## src/rtl/sram_bus_fabric.sv

```systemverilog
// CPU-side SRAM-bus fabric: divided CPU clock and gate phase, slave window decode with
// read-data/wait mux, per-access wait timeout, and gate-phase interrupt synchronisation.
module sram_bus_fabric #(
  parameter int unsigned     NSLAVE       = 4,
  parameter int unsigned     SEL_LSB      = 10,
  parameter int unsigned     CLK_DIV      = 4,
  parameter int unsigned     GATE_PHASE   = 0,
  parameter int unsigned     WAIT_TIMEOUT = 255,
  parameter int unsigned     NIRQ         = 2,
  parameter logic [NIRQ-1:0] IRQ_EDGE     = '0
) (
  input  logic                  clk,
  input  logic                  nrst,
  output logic                  cpu_clk,
  output logic                  gate,
  input  logic                  sram_cs,
  input  logic [15:0]           sram_a,
  output logic [7:0]            sram_d_in,
  output logic                  sram_wait,
  output logic [NSLAVE-1:0]     s_cs,
  input  logic [8*NSLAVE-1:0]   s_d,
  input  logic [NSLAVE-1:0]     s_wait,
  input  logic [NIRQ-1:0]       irq_in,
  input  logic [NIRQ-1:0]       irq_ack,
  output logic [NIRQ-1:0]       irq_out,
  output logic                  timeout_flag,
  output logic [2:0]            timeout_slave,
  input  logic                  timeout_clr
);

  localparam int unsigned SW   = (NSLAVE > 1) ? $clog2(NSLAVE) : 1;
  localparam int unsigned PW   = $clog2(CLK_DIV);
  localparam int unsigned HALF = CLK_DIV / 2;
  localparam int unsigned CW   = 8;

  logic [PW-1:0]   ph;
  logic [PW-1:0]   ph_nxt;
  logic [SW-1:0]   sel;
  logic [7:0]      slv_d;
  logic            slv_wait;
  logic [CW-1:0]   wcnt;
  logic [CW-1:0]   wcnt_inc;
  logic            to;
  logic            unused_a;
  logic [NIRQ-1:0] irq_s1;
  logic [NIRQ-1:0] irq_s2;
  logic [NIRQ-1:0] irq_prev;
  logic [NIRQ-1:0] irq_lat;
  logic [NIRQ-1:0] irq_lat_nxt;
  logic [NIRQ-1:0] irq_rise;

  // Phase counter and divided clock
  always_comb begin
    ph_nxt = (ph == PW'(CLK_DIV - 1)) ? '0 : ph + PW'(1);
  end

  always_ff @(posedge clk or negedge nrst) begin
    if (!nrst) begin
      ph      <= '0;
      cpu_clk <= 1'b0;
    end else begin
      ph      <= ph_nxt;
      cpu_clk <= (ph_nxt >= PW'(HALF));
    end
  end

  assign gate     = (ph == PW'(GATE_PHASE));
  assign sel      = sram_a[SEL_LSB +: SW];
  assign unused_a = ^sram_a;

  // Window decode: out-of-range selects match no slave and read as idle bus
  always_comb begin
    s_cs     = '0;
    slv_d    = 8'hFF;
    slv_wait = 1'b0;
    for (int unsigned k = 0; k < NSLAVE; k++) begin
      if (sel == SW'(k)) begin
        s_cs[k]  = sram_cs & gate;
        slv_d    = s_d[8*k +: 8];
        slv_wait = s_wait[k];
      end
    end
  end

  assign sram_d_in = to ? 8'hFF : slv_d;
  assign sram_wait = slv_wait & ~to;
  assign wcnt_inc  = wcnt + CW'(1);

  // Wait timeout; a new timeout takes precedence over a concurrent clear
  always_ff @(posedge clk or negedge nrst) begin
    if (!nrst) begin
      wcnt          <= '0;
      to            <= 1'b0;
      timeout_flag  <= 1'b0;
      timeout_slave <= '0;
    end else begin
      if (timeout_clr) timeout_flag <= 1'b0;
      if (!sram_cs) begin
        wcnt <= '0;
        to   <= 1'b0;
      end else if (gate && slv_wait && !to && (wcnt != '1)) begin
        wcnt <= wcnt_inc;
        if (wcnt_inc == CW'(WAIT_TIMEOUT)) begin
          to            <= 1'b1;
          timeout_flag  <= 1'b1;
          timeout_slave <= 3'(sel);
        end
      end
    end
  end

  // Edge latch: a fresh rising edge wins over an ack in the same cycle
  always_comb begin
    irq_rise    = irq_s2 & ~irq_prev;
    irq_lat_nxt = irq_rise | (irq_lat & ~(irq_ack & {NIRQ{gate}}));
  end

  always_ff @(posedge clk or negedge nrst) begin
    if (!nrst) begin
      irq_s1   <= '0;
      irq_s2   <= '0;
      irq_prev <= '0;
      irq_lat  <= '0;
      irq_out  <= '0;
    end else begin
      irq_s1   <= irq_in;
      irq_s2   <= irq_s1;
      irq_prev <= irq_s2;
      irq_lat  <= irq_lat_nxt;
      if (gate) irq_out <= (IRQ_EDGE & irq_lat_nxt) | (~IRQ_EDGE & irq_s2);
    end
  end

endmodule

```

## config.mk

```make
export PLATFORM = sky130hd
export DESIGN_NAME = sram_bus_fabric
export DESIGN_NICKNAME = d
export VERILOG_FILES = /design/src/rtl/sram_bus_fabric.sv
export SDC_FILE = /design/constraint.sdc
export NUM_CORES = 1
export LEC_CHECK = 0
export BUFFER_PORTS_ARGS = -buffer_cell sky130_fd_sc_hd__clkbuf_2
export CORE_MARGIN = 5
export CORE_UTILIZATION = 35
export DETAILED_ROUTE_END_ITERATION = 10
export PLACE_DENSITY = 0.65
export SETUP_SLACK_MARGIN = 0.5
export SYNTH_ARGS = -nofsm -noshare
export SYNTH_HDL_FRONTEND = slang
export SYNTH_SLANG_ARGS = --single-unit
```

## constraint.sdc

```tcl
create_clock -name clk -period 3.1 [get_ports clk]
set_input_delay 0.465 -clock clk [delete_from_list [all_inputs] [get_ports clk]]
set_output_delay 0.465 -clock clk [all_outputs]
set_load 0.005 [all_outputs]
```

### Yosys cells after proc, flatten, opt, wreduce, memory -nomap -nowiden

Cells that the tools add are included.

* bits in registers: 21
* input bits: 60

* $add $sub $neg: 2
* order comparisons: 1
* eq/ne operators: 8
* mux-type cells: 23
* bitwise logic cells: 3
* reduce and logical (&&, ||, !) cells: 8

Operator list (count)
* $mux W8: 7
* $mux W1: 15
* $add A8 B1 Y8 const B: 1
* $eq A8 B8 Y1 const B: 1
* $ne A8 B8 Y1 const B: 1
* $eq A2 B2 Y1 const B: 3
* $logic_not A2 Y1: 2
* $ne A2 B1 Y1 const B: 2
* $logic_and A1 B1 Y1: 3
* $reduce_and A3 Y1: 1
* $add A2 B1 Y2 const B: 1
* $and A1 B1 Y1: 2
* $eq A2 B1 Y1 const B: 1
* $ge A2 B2 Y1 const B: 1
* $mux W2: 1
* $reduce_and A2 Y1: 1
* $logic_not A1 Y1: 1
* $not A1 Y1: 1

### Logic depth before layout (Yosys ltp)

Gate-level depths: netlist of run 1.

* depth in word-level cells: 10
* depth in mapped cells: 7
* depth with buffers taken out: 7

### Least setup slack after synthesis of run 1

Ideal clock, no wire load.

* path type: reg2reg
* from: register wcnt[1]
* to: register timeout_slave[0]
* arrival: 2077 ps
* path slack: 898 ps
* cell stages (with the launch flop): 7
* cell sequence: dfrtp_1 -> ha_1 -> clkdlybuf4s25_2 -> nor4b_2 -> a311oi_1 -> or4_4 -> mux2_4

* word-level cells in the longest chain between the ends: 3
* elaborated cells between the ends (all ways): 5
* those cells by class: add/sub: 1; eq/ne: 2; reduce/logical: 2

RTL lines
* start, declared: RTL line 41 `logic [CW-1:0] wcnt;`
* start signal, assigned: RTL line 102 `wcnt <= wcnt_inc;`
* $add A8 B1 Y8 / $ne A8 B8 Y1 (equally long branches): RTL line 87, 101
* $eq A8 B8 Y1 / $logic_and A1 B1 Y1 (equally long branches): RTL line 103, 101
* $reduce_and A3 Y1 (no source line) (*)
* end signal, assigned: RTL line 106 `timeout_slave <= 3'(sel);`
* end, declared: RTL line 27 `output logic [2:0] timeout_slave,`

Mark *: on every way between the ends. The rest lies on a longest branch, timed or not.
A chain may end at the register's enable or synchronous reset.

### Final worst setup path of run 1

* from: input sram_a[10]
* to: output sram_d_in[2]

* word-level cells in the longest chain between the ends: 6
* elaborated cells between the ends (all ways): 9
* those cells by class: eq/ne: 3; mux: 5; reduce/logical: 1

RTL lines
* start, declared: RTL line 17 `input logic [15:0] sram_a,`
* $logic_not A2 Y1: RTL line 77 `if (sel == SW'(k)) begin`
* $mux W8 (3 in a row): RTL line 77
* $mux W8 (*): RTL line 77
* $mux W8 (*): RTL line 85 `assign sram_d_in = to ? 8'hFF : slv_d;`
* end, declared: RTL line 18 `output logic [7:0] sram_d_in,`

Marked as above.

==> metrics.md, run 1 <==
| Metric | Value |
|---|---|
| Fin. max-slew vios | 0 |
| CTS sink cnt | 20 |
| Final Setup Violations | 0 |
| Die Width | just over 70 um |
| Core Util, Final | 0.459 |
| Cell area after synthesis | roughly 0.0013 mm2 |
| Seq/Total Area, Yosys | 0.386 |
| Distinct cells, synth | 36 |
| ANT cells | 0 |
| Reg-to-reg critical path endpoint | timeout_slave[1]$_DFFE_PN0P_ |
| NetSw | ~0.13 mW |
| Site Rows | 22 |
| I/O Buffers | 63 |
| Fin crit share | 0.723 |
| R2R Setup Slk | 0.97 ns |
| 1st-iter DRT viols | 18 |
| TritonRoute pass-1 iters | 4 |
| RSZ-0062 raised after global routing | no |
| Final HPWL DP | between 2000 and 3000 um |
| Post-CTS Setup Bufs | 0 |
| Max-cap violation count | 0 |
| Clk pwr share | 0.359 |
| Via density | approximately 5 |
| GR Overflow Total | 0 |
| GPL Wtd Cong | 0.898 |
| Worst path required time | roughly 2.6 ns |
| Sequential fraction of design power | 0.473 |
| CTS tree | done |
| M1 GR Usage | 0.139 |
| Net Sw Frac | 0.232 |
| Core box area | 0.00363 mm2 |
| Hold Worst Slack | 0.148 ns |
| CTS Buf Count | 3 |
| Post-synth top cells | dfrtp_1, nand2_1, inv_1, mux4_2, or2_2 |
| Syn Inst Count | roughly 120 |
| Ys async rst share | 1.00 |
| Status | complete, no violations |
| WP data arrival | around 1.8 ns |
| Crit Reg-Reg Startpoint | wcnt[1]$_DFFE_PN0P_ |
| Routed len/inst | approximately 14 um |
| Setup ws final | between 0.8 and 0.9 ns |
| Initial antenna violation count | 0 |
| GR peak layer | met2 |
| Top achievable clock speed | approximately 0.45 GHz |
| Setup TNS | 0 ns |
| Post-CTS resize count | 0 |
| Total Nets Final | 243 |
| Internal power | roughly 0.44 mW |
| Min Tclk post-route | roughly 2.2 ns |
| Drt total wl | approximately 3100 um |
| Die height | about 71 um |
| Inst Count DP | 222 |
| Crit-path max FO | 15 |
| Total chip power | around 0.57 mW |
| Worst-path clk slew | approximately 0.070 ns |
| Layout Cells excl Fill | around 230 |
| Synth warnings | 0 |
| Mapped Avg Cell Area | 11.1 um2 |
| Hold Path Class | input port to asynchronous set/reset pin |
| Worst R2R Path Depth | 5 |
| Setup WS pre-CTS | 0.816 ns |
| CTS root buffer | clkbuf_8 |
| Peak supply drop | roughly 0.26 mV |
| Hold buffers post-CTS | 0 |
| Combinational share of power | 0.169 |
| Synth-to-layout area growth | 28.8% |
| Layout cells sized above 1 | 0.511 |
| IO Pins | 81 |
| WS Path Type | input port to primary output |
| Mapped Nets | 181 |
| Die area | 0.00502 mm2 |
| Dpl cell area | ~0.0016 mm2 |
| Main synth FF type | dfrtp_1 |
| Initial Util | 0.357 |
| Critical Path Start Type | input port |
| Finished Cell Area | 0.00167 mm2 |
| CTS Buffer Depth | 2 |
| Largest area contributor in the netlist | dfrtp_1 |
| Synth Register Bits | 20 |
| Skew final | roughly 0.0014 ns |
| DRC Markers | 0 |
| Final ANT Viol Nets | 0 |
| Total GRT Usage | 0.125 |
| Worst skew pair latency | ~0.26 ns |
| Post-synth EDFFs | 0 |
| Vias in the first global route | about 1100 |
| Critical path endpoint category | primary output |
| Synth top area share | 0.386 |
| Met2 usage | 0.218 |
| Largest net degree at the start of global routing | 21 |
| Count leader, synth | dfrtp_1 |
| Max H-tree Level | 1 |
| First-pass GRT wire length | roughly 5100 um |
| Via count | 1126 |
| Area occupied by multi-input gates | between 700 and 800 um2 |
| Fill cell count | 357 |
| Routing usage on met3 | 0.0369 |
| Register Area | about 500 um2 |
| Lkg Pwr | 0.828 nW |
| Top cells by area, synth | dfrtp_1, mux4_2, ha_1, or2_2, xnor2_1 |
| Hold Fails Final Rpt | 0 |
| Pwr/cell area | approximately 340 mW/mm2 |
==> state kept, by name, indices dropped and copies added (netlist names) <==
| signal | cells |
|---|---|
| wcnt | 8 |
| irq_out | 2 |
| irq_s1 | 2 |
| irq_s2 | 2 |
| timeout_slave | 2 |
| cpu_clk | 1 |
| ph | 1 |
| timeout_flag | 1 |
| to | 1 |
==> cell families (layout without fill, tap and decap cells) <==
family,Yosys count,count (layout),synth area share
compound gates,13,13,0.0685
xor+xnor,4,4,0.0270
fa+ha+maj,4,4,0.0386
buf+inv,14,75,0.0676
flops,20,20,0.386
mux,15,15,0.203
other cells,1,1,0.00289
simple gates,46,46,0.207
==> metal layers <==
metal | vias up | routed length [um]
met5 | - | 0
met4 | 0 | 41
met3 | 4 | 409
met2 | 64 | 1480
met1 | 519 | 1200
li1 | 539 | -
==> placed cells by master (no fill, tap or decap), types with 2 or more instances in the layout <==
cell,n
clkbuf_2,63
nand2_1,9
ha_1,4
or2_2,8
dfrtp_1,20
nand3_1,5
a21oi_1,3
nand4_1,3
nor3b_1,2
xnor2_1,4
mux4_2,8
inv_1,8
nor2_1,6
mux2_2,2
o21ai_0,5
or3_1,3
mux2i_1,3
and2_1,2
a31oi_1,2
mux2_4,2
clkbuf_8,4
==> power groups by stage <==
| stage | Clock, mW | Sequential (mW) | Combinational (mW) |
|---|---|---|---|
| finish | 0.203 | 0.268 | 0.0957 |
| global route | 0.220 | 0.269 | 0.106 |
| CTS | 0.210 | 0.268 | 0.0980 |
| detailed placement | 0 | 0.273 | 0.0976 |
| global placement | 0 | 0.273 | 0.0948 |
| floorplan | 0 | 0.273 | 0.0518 |
==> critical path: stages <==
cell and delay [ns]:
clkbuf_2 0.35, mux4_2 0.56, or2_2 0.28, clkbuf_2 0.11
==> worst max path at each step <==
stage                              startpoint                      endpoint  slack [ns]  cells past startpoint
final                              sram_a[10]                  sram_d_in[2]        0.86                      4
after global placement             sram_a[10]                  sram_d_in[4]        0.86                      4
after floorplan           wcnt[1]$_DFFE_PN0P_  timeout_slave[0]$_DFFE_PN0P_        0.90                      6
after CTS                          sram_a[10]                  sram_d_in[2]        0.84                      4
after detailed placement           sram_a[10]  timeout_slave[1]$_DFFE_PN0P_        0.82                      6
after global routing               sram_a[10]                  sram_d_in[4]        0.77                      4
==> area by class of cell <==
type,count,share of cell area
tap,48,0.0360
multi-input combinational,83,0.424
timing repair buffer,63,0.189
sequential,20,0.300
clock buffer,4,0.0330
inverter,8,0.0180
(Power assumes the default switching activity.)
==> inputs of run 2 (changes only) <==
- ABC_AREA: unset -> 1
- PLACE_DENSITY: 0.65 -> 0.66
- clock period: 3.1 -> 1.8 ns (I/O delays scaled with it)
==> run 2 against run 1 <==
Net effect: die area increased by 6.8%; sequential share of layout area decreased by 8.1 points; critical endpoint is now wcnt[0]$_DFFE_PN0P_; combinational power increased to 2.9 times the previous value; first-iteration DRC count increased by 44%; largest cell class unchanged.
==> metrics.md, run 2 <==
| Metric | Value |
|---|---|
| Worst path required time | ~2.0 ns |
| Worst skew pair latency | 0.26 ns |
| Largest delay contributor family on the critical path | simple AND/OR/NAND/NOR gates |
| Core box area | 0.00394 mm2 |
| CTS root buffer | clkbuf_8 |
| WP data arrival | 1.69 ns |
| Reg-to-reg critical path endpoint | wcnt[0]$_DFFE_PN0P_ |
| Hold Path End | irq_s1[1]$_DFF_PN0_ |
| Die Width | roughly 73 um |
| Core Util, Final | 0.585 |
| Largest register FFs | 8 |
| Skew final | 0.00436 ns |
| NetSw | 0.291 mW |
| Peak supply drop | a little under 0.5 mV |
| Synth warnings | 0 |
| Die height | roughly 73 um |
| 1st-iter DRT viols | 26 |
| Total chip power | ~1.0 mW |
| Most frequent cells in the layout | clkbuf_2, nand2_1, buf_4, nand3_1, dfrtp_1 |
| Sequential fraction of design power | 0.444 |
| Post-synth EDFFs | 0 |
| Largest area contributor in the netlist | dfrtp_1 |
| TritonRoute pass-1 iters | 4 |
| Internal power | 0.751 mW |
| Worst Path Buf+Inv | 1 |
| Critical path endpoint category | flip-flop |
| Hold Worst Slack | about 0.11 ns |
| Largest net degree at the start of global routing | 21 |
| Top achievable clock speed | ~0.67 GHz |
| First-pass GRT wire length | about 7000 um |
| Crit-path cells | ha_4 > nand4_1 > inv_1 > nand3_2 > nand2_4 > nor2_8 > nand2_4 > o21ai_2 |
| Vias in the first global route | around 1500 |
| Site Rows | 23 |
| Initial antenna violation count | 0 |
| Syn Inst Count | 182 |
| ANT cells | 0 |
| Critical Path Start Type | flip-flop |
| Synth top area share | 0.358 |
| Synth-to-layout area growth | 64.8% |
| Total Nets Final | around 340 |
| Mapped Nets | between 200 and 250 |
| Lkg Pwr | 1.13 nW |
| Setup ws final | between 0.2 and 0.3 ns |
| Status | complete, no violations |
| Routed len/inst | between 10 and 15 um |
| Main synth FF type | dfrtp_1 |
| Worst-path clk slew | ~0.07 ns |
| Min-Delay Startpoint | irq_in[1] |
| Clk pwr share | 0.293 |
| Worst path slowest cell | dfrtp_2 |
| Via density | about 4.8 |
| Max H-tree Level | 1 |
| Final ANT Viol Nets | 0 |
| Commonest non-fill, non-tap cell in the layout | clkbuf_2 |
| Combinational share of power | 0.262 |
| Worst-Margin Slew | approximately 0.51 ns |
| Crit-path max FO | 6 |
| Top cells by area, synth | dfrtp_1, nand2_1, nand3_1, o21ai_2, inv_1 |
| Total GRT Usage | 0.164 |
| Final Setup Violations | 0 |
| Count leader, synth | nand2_1 |
| Layout Cells excl Fill | around 320 |
| GR Overflow Total | 0 |
| Fin crit share | 0.834 |
| Die area | around 0.0054 mm2 |
| Max-cap violation count | 0 |
| Pwr/cell area | about 450 mW/mm2 |
| Max_slew headroom | 0.660 |
| Inst Count DP | between 200 and 300 |
| Via count | between 1500 and 2000 |
| CTS sink cnt | 20 |
| Hold path depth | 1 |
| Worst R2R Path Depth | 8 |
| Hold Path Class | input port to flip-flop |
| Synth Register Bits | 20 |
| Net Sw Frac | 0.280 |
| WS Path Type | flip-flop to flip-flop |
| IO Pins | between 80 and 90 |
| I/O Buffers | 63 |
| GPL Wtd Cong | ~0.80 |
| Drt total wl | around 4400 um |
| CTS Buf Count | 3 |
| Dpl cell area | between 0.0015 and 0.002 mm2 |
| Layout cells sized above 1 | 0.592 |
| Initial Util | 0.355 |
| R2R Setup Slk | 0.30 ns |
| Post-synth top cells | nand2_1, dfrtp_1, nand3_1, inv_1, nor2_1 |
| CTS Buffer Depth | 2 |
| Crit path depth | 8 |
| Largest stage delay, worst path | approximately 0.43 ns |
| DRC Markers | 0 |
| RSZ-0062 raised after global routing | yes |
| Reg with most FFs | wcnt |
| Setup TNS | 0 ns |
| Min Tclk post-route | roughly 1.5 ns |
| Most Frequent Cell on Critical Path | nand2_4 |
| Mapped Avg Cell Area | 7.69 um2 |
| Final HPWL DP | just under 3000 um |
| CTS tree | done |
| Fin. max-slew vios | 0 |
| Ys async rst share | 1.00 |
| Crit Reg-Reg Startpoint | wcnt[0]$_DFFE_PN0P_ |
| Hold Fails Final Rpt | 0 |
| Cell area after synthesis | roughly 0.0014 mm2 |
| Finished Cell Area | between 0.002 and 0.0025 mm2 |
| Setup WS pre-CTS | 0.200 ns |
| Seq/Total Area, Yosys | 0.358 |
| Distinct cells, synth | 31 |
==> run 2: cell types whose count changed in the layout (fill, tap and decap cells not counted), moves of 7 or more <==
cell	change
buf_4	+22
clkbuf_2	-7
mux4_2	-8
nand2_1	+31
nand2_2	+10
nand3_1	+15
nor2_2	+7
o21ai_2	+9
or2_2	-8
==> run 2: worst max path at each step <==
stage	to	slack (ns)	startpoint
5_1_grt	timeout_slave[0]$_DFFE_PN0P_	0.17	wcnt[1]$_DFFE_PN0P_
6_report	wcnt[0]$_DFFE_PN0P_	0.30	wcnt[0]$_DFFE_PN0P_
2_1_floorplan	timeout_slave[0]$_DFFE_PN0P_	0.37	wcnt[0]$_DFFE_PN0P_
3_3_place_gp	sram_d_in[3]	0.22	sram_a[10]
4_1_cts	wcnt[0]$_DFFE_PN0P_	0.30	wcnt[0]$_DFFE_PN0P_
3_5_place_dp	sram_d_in[3]	0.20	sram_a[10]
==> run 2: kinds of logic (layout without fill, tap and decap cells) <==
family / after synthesis / after routing / share of synthesized area
adders and majority gates: 4 / 4 / 0.0358
DFF: 20 / 20 / 0.358
and+or+nand+nor: 103 / 103 / 0.366
muxes: 2 / 2 / 0.0161
buffers and inverters: 26 / 116 / 0.0814
AOI/OAI and AO/OA: 26 / 26 / 0.140
other: 1 / 1 / 0.00268
==> run 2: layer usage <==
layer	vias up	routed length, um	global-route usage
li1	777	-	-
met3	11	268	0.0303
met1	724	1720	0.209
met5	-	0	0
met2	43	2330	0.279
met4	0	116	0.0512
==> run 2: repair_timing <==
item | in CTS | in global routing
pin swaps | 12 | 19
cloned | 1 | 0
setup buffers | 18 | 6
hold buffers | 1 | 0
gates resized for setup | 39 | 37
setup endpoints to repair | 27 | 27
hold endpoints to repair | 20 | 0
==> run 2: cell type report <==
| type | count | area [um2] |
|---|---|---|
| multi-input cells | 136 | 988 |
| repair buffers | 90 | 584 |
| inverters | 22 | 120 |
| flip-flops and latches | 20 | 504 |
| well taps | 50 | 62.6 |
| fillers | 357 | 1640 |
| clock buffers | 4 | 45.0 |
==> run 2: power by group through the flow <==
stage	registers, mW	logic, mW	clock network (mW)
6_report	0.463	0.273	0.306
5_1_grt	0.464	0.297	0.334
4_1_cts	0.463	0.236	0.307
3_5_place_dp	0.474	0.172	0
3_3_place_gp	0.474	0.170	0
2_1_floorplan	0.473	0.0861	0
==> inputs of run 3 (changes only) <==
- PLACE_DENSITY: 0.66 -> 0.63
- clock period: 1.8 -> 1.4 ns (I/O delays scaled with it)
==> run 3 against run 2 <==
Net effect: the flow now finishes with violations (setup timing); die area unchanged; fmax increased by 3.4%; sequential cell count unchanged; clock power increased by 91%; combinational power increased by 17%; critical path type unchanged; utilization increased by 1.5 points; highest routed layer unchanged; largest cell class unchanged; sequential share of layout area decreased by 0.65 points; global-route usage decreased by 0.92 points; cell count increased by 1.2%.
==> metrics.md, run 3 (synthesis gave the netlist of run 2 again) <==
| Metric | Value |
|---|---|
| First-pass GRT wire length | between 6000 and 7000 um |
| Fin. max-slew vios | 0 |
| Top achievable clock speed | ~0.69 GHz |
| Crit Reg-Reg Startpoint | wcnt[0]$_DFFE_PN0P_ |
| Setup ws final | -0.0517 ns |
| Largest net degree at the start of global routing | 21 |
| Worst-path clk slew | 0.08 ns |
| Setup WS pre-CTS | -0.0917 ns |
| DRC Markers | 0 |
| Finished Cell Area | around 0.0024 mm2 |
| Via count | about 1500 |
| Commonest non-fill, non-tap cell in the layout | clkbuf_2 |
| R2R Setup Slk | -0.05 ns |
| Hold path depth | 1 |
| Final Setup Violations | 9 |
| Vias in the first global route | around 1500 |
| GR Overflow Total | 0 |
| Core box area | between 0.003 and 0.004 mm2 |
| Largest register FFs | 8 |
| Max-cap violation count | 0 |
| Skew final | roughly 0.0026 ns |
| Final ANT Viol Nets | 0 |
| Lkg Pwr | 1.18 nW |
| Die height | around 73 um |
| Via density | 4.62 |
| Hold Fails Final Rpt | 0 |
| Worst path required time | around 1.6 ns |
| I/O Buffers | 63 |
| Status | finished, violations left |
| CTS sink cnt | 20 |
| Hold Path Class | input port to flip-flop |
| Failing checks | setup timing |
| Dpl cell area | between 0.002 and 0.0025 mm2 |
| Most Frequent Cell on Critical Path | nand3_1 |
| CTS Buffer Depth | 2 |
| Total GRT Usage | 0.155 |
| Min-Delay Startpoint | irq_in[1] |
| Pwr/cell area | around 630 mW/mm2 |
| Reg with most FFs | wcnt |
| GPL Wtd Cong | roughly 0.77 |
| 1st-iter DRT viols | 38 |
| Routed len/inst | around 12 um |
| Drt total wl | 4030 um |
| Hold Path End | irq_s1[1]$_DFF_PN0_ |
| Fin crit share | 1.04 |
| Max H-tree Level | 1 |
| Crit-path max FO | 6 |
| Total Nets Final | approximately 340 |
| WS Path Type | flip-flop to flip-flop |
| Reg-to-reg critical path endpoint | timeout_slave[1]$_DFFE_PN0P_ |
| Synth-to-layout area growth | 69.0% |
| Worst skew pair latency | roughly 0.26 ns |
| Worst path slowest cell | dfrtp_2 |
| RSZ-0062 raised after global routing | yes |
| IO Pins | around 80 |
| CTS Buf Count | 3 |
| Die Width | about 73 um |
| Critical path endpoint category | flip-flop |
| WP data arrival | between 1.5 and 2 ns |
| CTS root buffer | clkbuf_8 |
| Die area | around 0.0054 mm2 |
| ANT cells | 0 |
| Layout cells sized above 1 | 0.569 |
| Min Tclk post-route | 1.45 ns |
| Critical Path Start Type | flip-flop |
| Crit-path cells | buf_4 > inv_2 > ha_1 > nand3_1 > inv_1 > nand3_1 > nor2_1 > nand3_1 > nand2_1 |
| TritonRoute pass-1 iters | 4 |
| Largest stage delay, worst path | 0.42 ns |
| Initial antenna violation count | 0 |
| Initial Util | 0.355 |
| Worst R2R Path Depth | 9 |
| CTS tree | done |
| Peak supply drop | between 0.7 and 0.8 mV |
| Most frequent cells in the layout | clkbuf_2, nand2_1, buf_4, nand3_1, dfrtp_1 |
| Final HPWL DP | just over 3000 um |
| Site Rows | 23 |
-- run 3: cell count changes in the layout (fill, tap and decap cells not counted), moves of 2 or more --
cell	before	now
buf_6	4	10
clkbuf_2	56	51
nand2_1	40	45
buf_2	4	8
nand2_2	10	6
a21oi_1	0	3
a21oi_2	4	1
buf_4	22	20
dfrtp_1	17	19
dfrtp_2	3	1
inv_8	2	0
-- run 3: worst max path at each step --
stage                                              end                 from  depth (start not counted)
final                     timeout_slave[1]$_DFFE_PN0P_  wcnt[0]$_DFFE_PN0P_                          9
after global placement    timeout_slave[1]$_DFFE_PN0P_  wcnt[1]$_DFFE_PN0P_                          9
after CTS                 timeout_slave[0]$_DFFE_PN0P_  wcnt[0]$_DFFE_PN0P_                          9
after floorplan           timeout_slave[0]$_DFFE_PN0P_  wcnt[0]$_DFFE_PN0P_                          9
after detailed placement  timeout_slave[0]$_DFFE_PN0P_           sram_a[11]                         10
after global routing      timeout_slave[0]$_DFFE_PN0P_  wcnt[1]$_DFFE_PN0P_                          9
-- run 3: cell type report --
cell class / instances / area, um2
timing repair buffer: 94 / 642
clock buffer: 3 / 41.3
multi-input combinational: 136 / 973
sequential: 20 / 502
tap: 50 / 62.6
fill: 360 / 1580
inverter: 22 / 113
clock inverter: 1 / 30.0
-- run 3: critical path: cells and delay by family, from the launching register on --
kind / cells / cell delay, ns
AND/OR/NAND/NOR: 5 / 0.52
flip-flops: 1 / 0.42
adder cells (fa/ha/maj): 1 / 0.14
buffers and inverters: 3 / 0.31
-- run 3: stage by stage --
| step | instances | power (mW) | util | hold slack, ns | TNS, ns |
|---|---|---|---|---|---|
| 2_1_floorplan | 182 | 0.757 | - | -0.0856 | -0.0597 |
| 4_1_cts | 322 | 1.51 | 0.574 | 0.0421 | -0.596 |
| 5_1_grt | 326 | 1.57 | 0.599 | 0.0412 | -1.77 |
| 6_report | 326 | 1.50 | 0.599 | 0.0473 | -0.320 |
| 3_3_place_gp | 310 | 0.897 | 0.522 | 0.199 | -0.543 |
| 3_5_place_dp | 310 | 0.900 | 0.522 | 0.201 | -0.823 |
-- run 3: metal layers --
layer  wire [um]  track usage  vias to the layer above
li1            -            -                      786
met3         241       0.0262                        9
met2        1980        0.249                       42
met1        1740        0.210                      668
met4          68       0.0512                        0
met5           0            0                        -
-- run 3: power breakdown --
group	switching, mW	total (mW)	leakage [nW]	internal, mW
Combinational	0.158	0.319	0.884	0.161
Clock	0.202	0.584	0.0357	0.382
Sequential	0.00581	0.595	0.259	0.589
Total	0.366	1.50	1.18	1.13
-- run 3: what timing repair did --
item,in CTS,in global routing
buffers inserted,7,4
setup endpoints to repair,34,52
gates resized for setup,16,22
endpoints found under the hold margin,20,0
pin swaps,5,6
hold buffers,1,0
